--- src/rtl/fifo_wr_arbiter.sv ---
// fifo_wr_arbiter: round-robin arbiter that merges NUM_REQ beat streams into
// the write side of one FIFO. A grant lasts up to MAX_BURST beats. It also ends
// early when the granted requester drops valid. Arbitration takes one idle
// cycle between bursts.
// Optional feature: define FIFO_WR_ARB_CNT_EN to add the per-requester
// saturating accepted-beat counters on output beat_cnt.
module fifo_wr_arbiter #(
    parameter int NUM_REQ    = 4,
    parameter int DATA_WIDTH = 8,
    parameter int MAX_BURST  = 4
) (
    input  logic                            wr_clk,
    input  logic                            aclr,
    input  logic                            sclr,
    input  logic [NUM_REQ-1:0]              req_valid,
    input  logic [NUM_REQ*DATA_WIDTH-1:0]   req_data,
    output logic [NUM_REQ-1:0]              req_ready,
    input  logic                            fifo_full,
    output logic                            fifo_wrreq,
    output logic [DATA_WIDTH-1:0]           fifo_data,
    output logic [$clog2(NUM_REQ)-1:0]      grant_id,
`ifdef FIFO_WR_ARB_CNT_EN
    output logic [NUM_REQ*16-1:0]           beat_cnt,
`endif
    output logic                            busy
);

    localparam int GW  = $clog2(NUM_REQ);
    localparam int GWP = GW + 1;
    localparam logic [7:0] LAST_BEAT = 8'(MAX_BURST - 1);

    typedef enum logic {
        ST_IDLE  = 1'b0,
        ST_BURST = 1'b1
    } state_t;

    state_t          state_reg;
    logic [GW-1:0]   grant_reg;
    logic [GW-1:0]   last_grant_reg;
    logic [7:0]      burst_cnt_reg;

    logic            cur_valid;
    logic            accept_ok;
    logic [GW-1:0]   search_base;
    logic [GW-1:0]   cand_idx [NUM_REQ];
    logic [NUM_REQ-1:0] cand_hit;
    logic [NUM_REQ-1:0] first_hit;
    logic [NUM_REQ-1:0] sel_bits [GW];
    logic [GW-1:0]   pick_idx;
    logic [DATA_WIDTH-1:0] data_lane [NUM_REQ];

    // Round-robin search starts one past the previous grantee.
    assign search_base = (last_grant_reg == GW'(NUM_REQ - 1)) ? '0 : last_grant_reg + GW'(1);

    // Candidate gi is the requester gi positions after search_base (mod NUM_REQ).
    for (genvar gi = 0; gi < NUM_REQ; gi++) begin : g_cand
        logic [GWP-1:0] cand_sum;
        assign cand_sum      = {1'b0, search_base} + GWP'(gi);
        assign cand_idx[gi]  = (cand_sum >= GWP'(NUM_REQ)) ? GW'(cand_sum - GWP'(NUM_REQ))
                                                          : cand_sum[GW-1:0];
        assign cand_hit[gi]  = req_valid[cand_idx[gi]];
        assign data_lane[gi] = req_data[gi*DATA_WIDTH +: DATA_WIDTH];
    end

    // Lowest set bit of cand_hit = nearest valid requester in search order.
    assign first_hit = cand_hit & (~cand_hit + NUM_REQ'(1));

    // One-hot to index: OR together the candidate indices selected by first_hit.
    for (genvar gb = 0; gb < GW; gb++) begin : g_pick_bit
        for (genvar gi = 0; gi < NUM_REQ; gi++) begin : g_pick_req
            assign sel_bits[gb][gi] = first_hit[gi] & cand_idx[gi][gb];
        end
        assign pick_idx[gb] = |sel_bits[gb];
    end

    assign cur_valid = req_valid[grant_reg];
    // A beat can only be taken in a burst, with FIFO room, and never during sclr.
    assign accept_ok = (state_reg == ST_BURST) && !fifo_full && !sclr;

    for (genvar gi = 0; gi < NUM_REQ; gi++) begin : g_ready
        assign req_ready[gi] = accept_ok && (grant_reg == GW'(gi));
    end

    assign fifo_wrreq = accept_ok && cur_valid;
    assign fifo_data  = data_lane[grant_reg];
    assign grant_id   = grant_reg;
    assign busy       = (state_reg == ST_BURST);

    // Burst control: arbitrate in IDLE, count beats in BURST, hold on full.
    always_ff @(posedge wr_clk or posedge aclr) begin
        if (aclr) begin
            state_reg      <= ST_IDLE;
            grant_reg      <= '0;
            last_grant_reg <= GW'(NUM_REQ - 1);
            burst_cnt_reg  <= '0;
        end else if (sclr) begin
            state_reg      <= ST_IDLE;
            grant_reg      <= '0;
            last_grant_reg <= GW'(NUM_REQ - 1);
            burst_cnt_reg  <= '0;
        end else begin
            case (state_reg)
                ST_IDLE: begin
                    if ((|req_valid) && !fifo_full) begin
                        state_reg     <= ST_BURST;
                        grant_reg     <= pick_idx;
                        burst_cnt_reg <= '0;
                    end
                end
                ST_BURST: begin
                    if (!cur_valid) begin
                        // Grantee went away: end the burst even if stalled.
                        state_reg      <= ST_IDLE;
                        last_grant_reg <= grant_reg;
                    end else if (!fifo_full) begin
                        burst_cnt_reg <= burst_cnt_reg + 8'd1;
                        if (burst_cnt_reg == LAST_BEAT) begin
                            state_reg      <= ST_IDLE;
                            last_grant_reg <= grant_reg;
                        end
                    end
                end
                default: state_reg <= ST_IDLE;
            endcase
        end
    end

`ifdef FIFO_WR_ARB_CNT_EN
    for (genvar gi = 0; gi < NUM_REQ; gi++) begin : g_cnt
        logic [15:0] cnt_reg;

        // Count beats accepted from requester gi, sticking at all-ones.
        always_ff @(posedge wr_clk or posedge aclr) begin
            if (aclr) begin
                cnt_reg <= '0;
            end else if (sclr) begin
                cnt_reg <= '0;
            end else if (req_ready[gi] && req_valid[gi] && (cnt_reg != 16'hFFFF)) begin
                cnt_reg <= cnt_reg + 16'd1;
            end
        end

        assign beat_cnt[gi*16 +: 16] = cnt_reg;
    end
`endif

endmodule

--- config.mk ---
export PLATFORM = sky130hd
export DESIGN_NAME = fifo_wr_arbiter
export DESIGN_NICKNAME = d
export VERILOG_FILES = /design/src/rtl/fifo_wr_arbiter.sv
export SDC_FILE = /design/constraint.sdc
export NUM_CORES = 1
export LEC_CHECK = 0
export ABC_AREA = 1
export CAP_MARGIN = 5
export CORE_ASPECT_RATIO = 0.75
export CORE_UTILIZATION = 63
export DETAILED_ROUTE_END_ITERATION = 8
export DONT_BUFFER_PORTS = 1
export HOLD_SLACK_MARGIN = 0.02
export PLACE_DENSITY = 0.78
export SLEW_MARGIN = 20
export SYNTH_ARGS = -nofsm -noshare
export SYNTH_HDL_FRONTEND = slang
export SYNTH_SLANG_ARGS = --single-unit
--- constraint.sdc ---
create_clock -name wr_clk -period 2.4 [get_ports wr_clk]
set_input_delay 0.36 -clock wr_clk [delete_from_list [all_inputs] [get_ports wr_clk]]
set_output_delay 0.36 -clock wr_clk [all_outputs]
set_load 0.005 [all_outputs]
==> out/metrics.yaml <==
status: "complete, no violations"
start_util: 0.716
largest_register_ffs: 8
antenna_cells: 0
grt.total_usage: 0.320
rows: 13
p_leak_nw: 0.699
clkPwrFrac: 0.162
stdcell_count: 221
dp_hpwl_mm: 2.71
fin_crit_sh: 0.831
grt_max_degree: 17
crit_type: "register to register"
finClkSkew_ns: 0.00493
drive_gt1_frac: 0.141
area_growth_pct: 1.60
cp_max_fo: 10
ctsResizeCount: 0
synthesis.nets: 243
die_h_um: 41.8
slew_headroom: 0.656
tightest_slew_ns: 0.515
hp-class: "input pin to register"
synth-edff-count: 0
ir_drop_uv: 519
cts_tree: "done"
ys.flop_type: "dfrtp_1"
ant_nets: 0
viasPerCell: 6.25
port_buffers: 0
hold_viol_final: 0
final_cell_mix: "nand2_1 (65), inv_1 (20), nor2_1 (17)"
drtIter0Drc: 91
syn_area_per_cell_um2: 6.67
die_w_um: 55.0
h-tree-depth: 1
synth_seq_cells: 13
fin_tns_setup_ns: 0
dr.pass1.iters: 4
clk_pin_slew_worst_paths_ns: 0.08
dpl_cell_area_um2: 1310
intPower_w: 0.000451
synth_cells: 199
p_per_area_nw_per_um2: 632
grt_pass1_vias: 1277
seq_power_share: 0.336
root_buffer: "clkbuf_4"
cts_sinks: 13
crit_path_end_kind: "register"
p_comb_frac: 0.502
drc_errors: 0
ctsHoldBuffers: 1
wl_per_cell_um: 15.3
ios: 56
ys_async_sr_fraction: 1.00
post-route-min-period_ns: 1.99
cts_buffers: 3
dp_cells: 216
nNetsFinal: 244
yosys_warnings: 0
fin_area_um2: 1350
drt-total-wl_mm: 3.37
synth_cell_types: 34
fillers: 162
die-area_um2: 2300
cap_viol_max_count: 0
antenna_found_initial: 0
clock_path_buffers: 2
layout_commonest_cell: "nand2_1"
synth_area_um2: 1330
rsz0062_at_grt: "no"
clkLatencyLatePin_ns: 0.28
start_kind: "register"
overflow: 0
cp.required_ns: 2.63
r2r_cells: 11
p_sw_w: 0.000401
grt_pass1_wl_mm: 5.40
gp_congestion: 0.979
holdPathStages: 3
arrival_ns: 2.22
core_um2: 1850
vias: 1381
r2r_slack_ns: 0.41
setup_viol: 0
slew_violations: 0
seq_area_frac_synth: 0.247
clock.fmax_mhz: 501
p_sw_frac: 0.470
post_cts_buffers: 0
[final cells by class]
type                    count  area (um2)  area share
repair buffers              1        10.0     0.00742
well taps                  22        27.5      0.0204
flip-flops and latches     13         328       0.243
clock buffers               4        26.3      0.0195
inverters                  23        88.8      0.0659
multi-input cells         158         868       0.644
[per-stage QoR]
| stage | hold slack [ns] | setup WS, ns | utilization | power, W |
|---|---|---|---|---|
| floorplan | 0.236 | 0.568 | - | 0.000645 |
| global placement | 0.292 | 0.593 | 0.708 | 0.000680 |
| detailed placement | 0.308 | 0.465 | 0.708 | 0.000704 |
| CTS | 0.236 | 0.408 | 0.727 | 0.000844 |
| global route | 0.233 | 0.244 | 0.727 | 0.000931 |
| finish | 0.236 | 0.405 | 0.727 | 0.000852 |
[logic make-up (layout without fill, tap and decap cells)]
logic type,Yosys count,in the layout,synth area share
buffers and inverters,28,28,0.0990
AOI/OAI and AO/OA,37,37,0.220
adders and majority gates,4,4,0.0377
xor gates and xnor gates,3,3,0.0198
DFF,13,13,0.247
and+or+nand+nor,114,114,0.377
[power groups by stage]
stage	clock [W]	sequential, W	combinational (W)
floorplan	0	0.000262	0.000383
global placement	0	0.000287	0.000393
detailed placement	0	0.000290	0.000415
CTS	0.000141	0.000285	0.000417
global route	0.000151	0.000290	0.000489
finish	0.000138	0.000287	0.000428
[path summary, 6_finish.rpt]
path | from | to
max | last_grant_reg[0] | grant_id[1]
min | sclr | grant_id[1]
max reg2reg | last_grant_reg[0] | grant_id[1]
min reg2reg | last_grant_reg[1] | last_grant_reg[1]
max in group asynchronous | aclr | last_grant_reg[1]
min in group asynchronous | aclr | busy
[cell usage after synthesis (2+ instances only)]
cell,count,area share
nand2_2,5,0.024
a21oi_1,5,0.019
dfstp_2,2,0.040
nor2_1,17,0.048
dfrtp_1,11,0.21
inv_1,20,0.057
a22oi_1,16,0.090
o21ai_0,4,0.015
o21ai_2,6,0.040
xor2_1,2,0.013
buf_6,3,0.025
nand2_1,65,0.18
nand4_1,3,0.014
nor3_1,3,0.011
nand3_1,10,0.038
nor2_2,3,0.014
nor3b_1,2,0.011
ha_1,4,0.038
inv_2,2,0.0057
nor4_1,2,0.0094
[worst max-delay path, cell delays in order (launching register included)]
cell      delay [ns]
dfstp_2         0.63
inv_1           0.13
ha_1            0.37
inv_1           0.12
nand3_1         0.11
nand2_1         0.11
nand2_1         0.08
nor2_1          0.13
nand3b_1        0.09
nand2_1         0.07
nand2_1         0.05
nand2_1         0.05
[layer usage]
metal / up-vias / track usage / routed length, um
li1: 661 / - / -
met1: 609 / 0.423 / 1300
met2: 101 / 0.511 / 1610
met3: 10 / 0.0842 / 417
met4: 0 / 0.0750 / 53
met5: - / 0 / 0
Power figures use the tool's default switching activity.
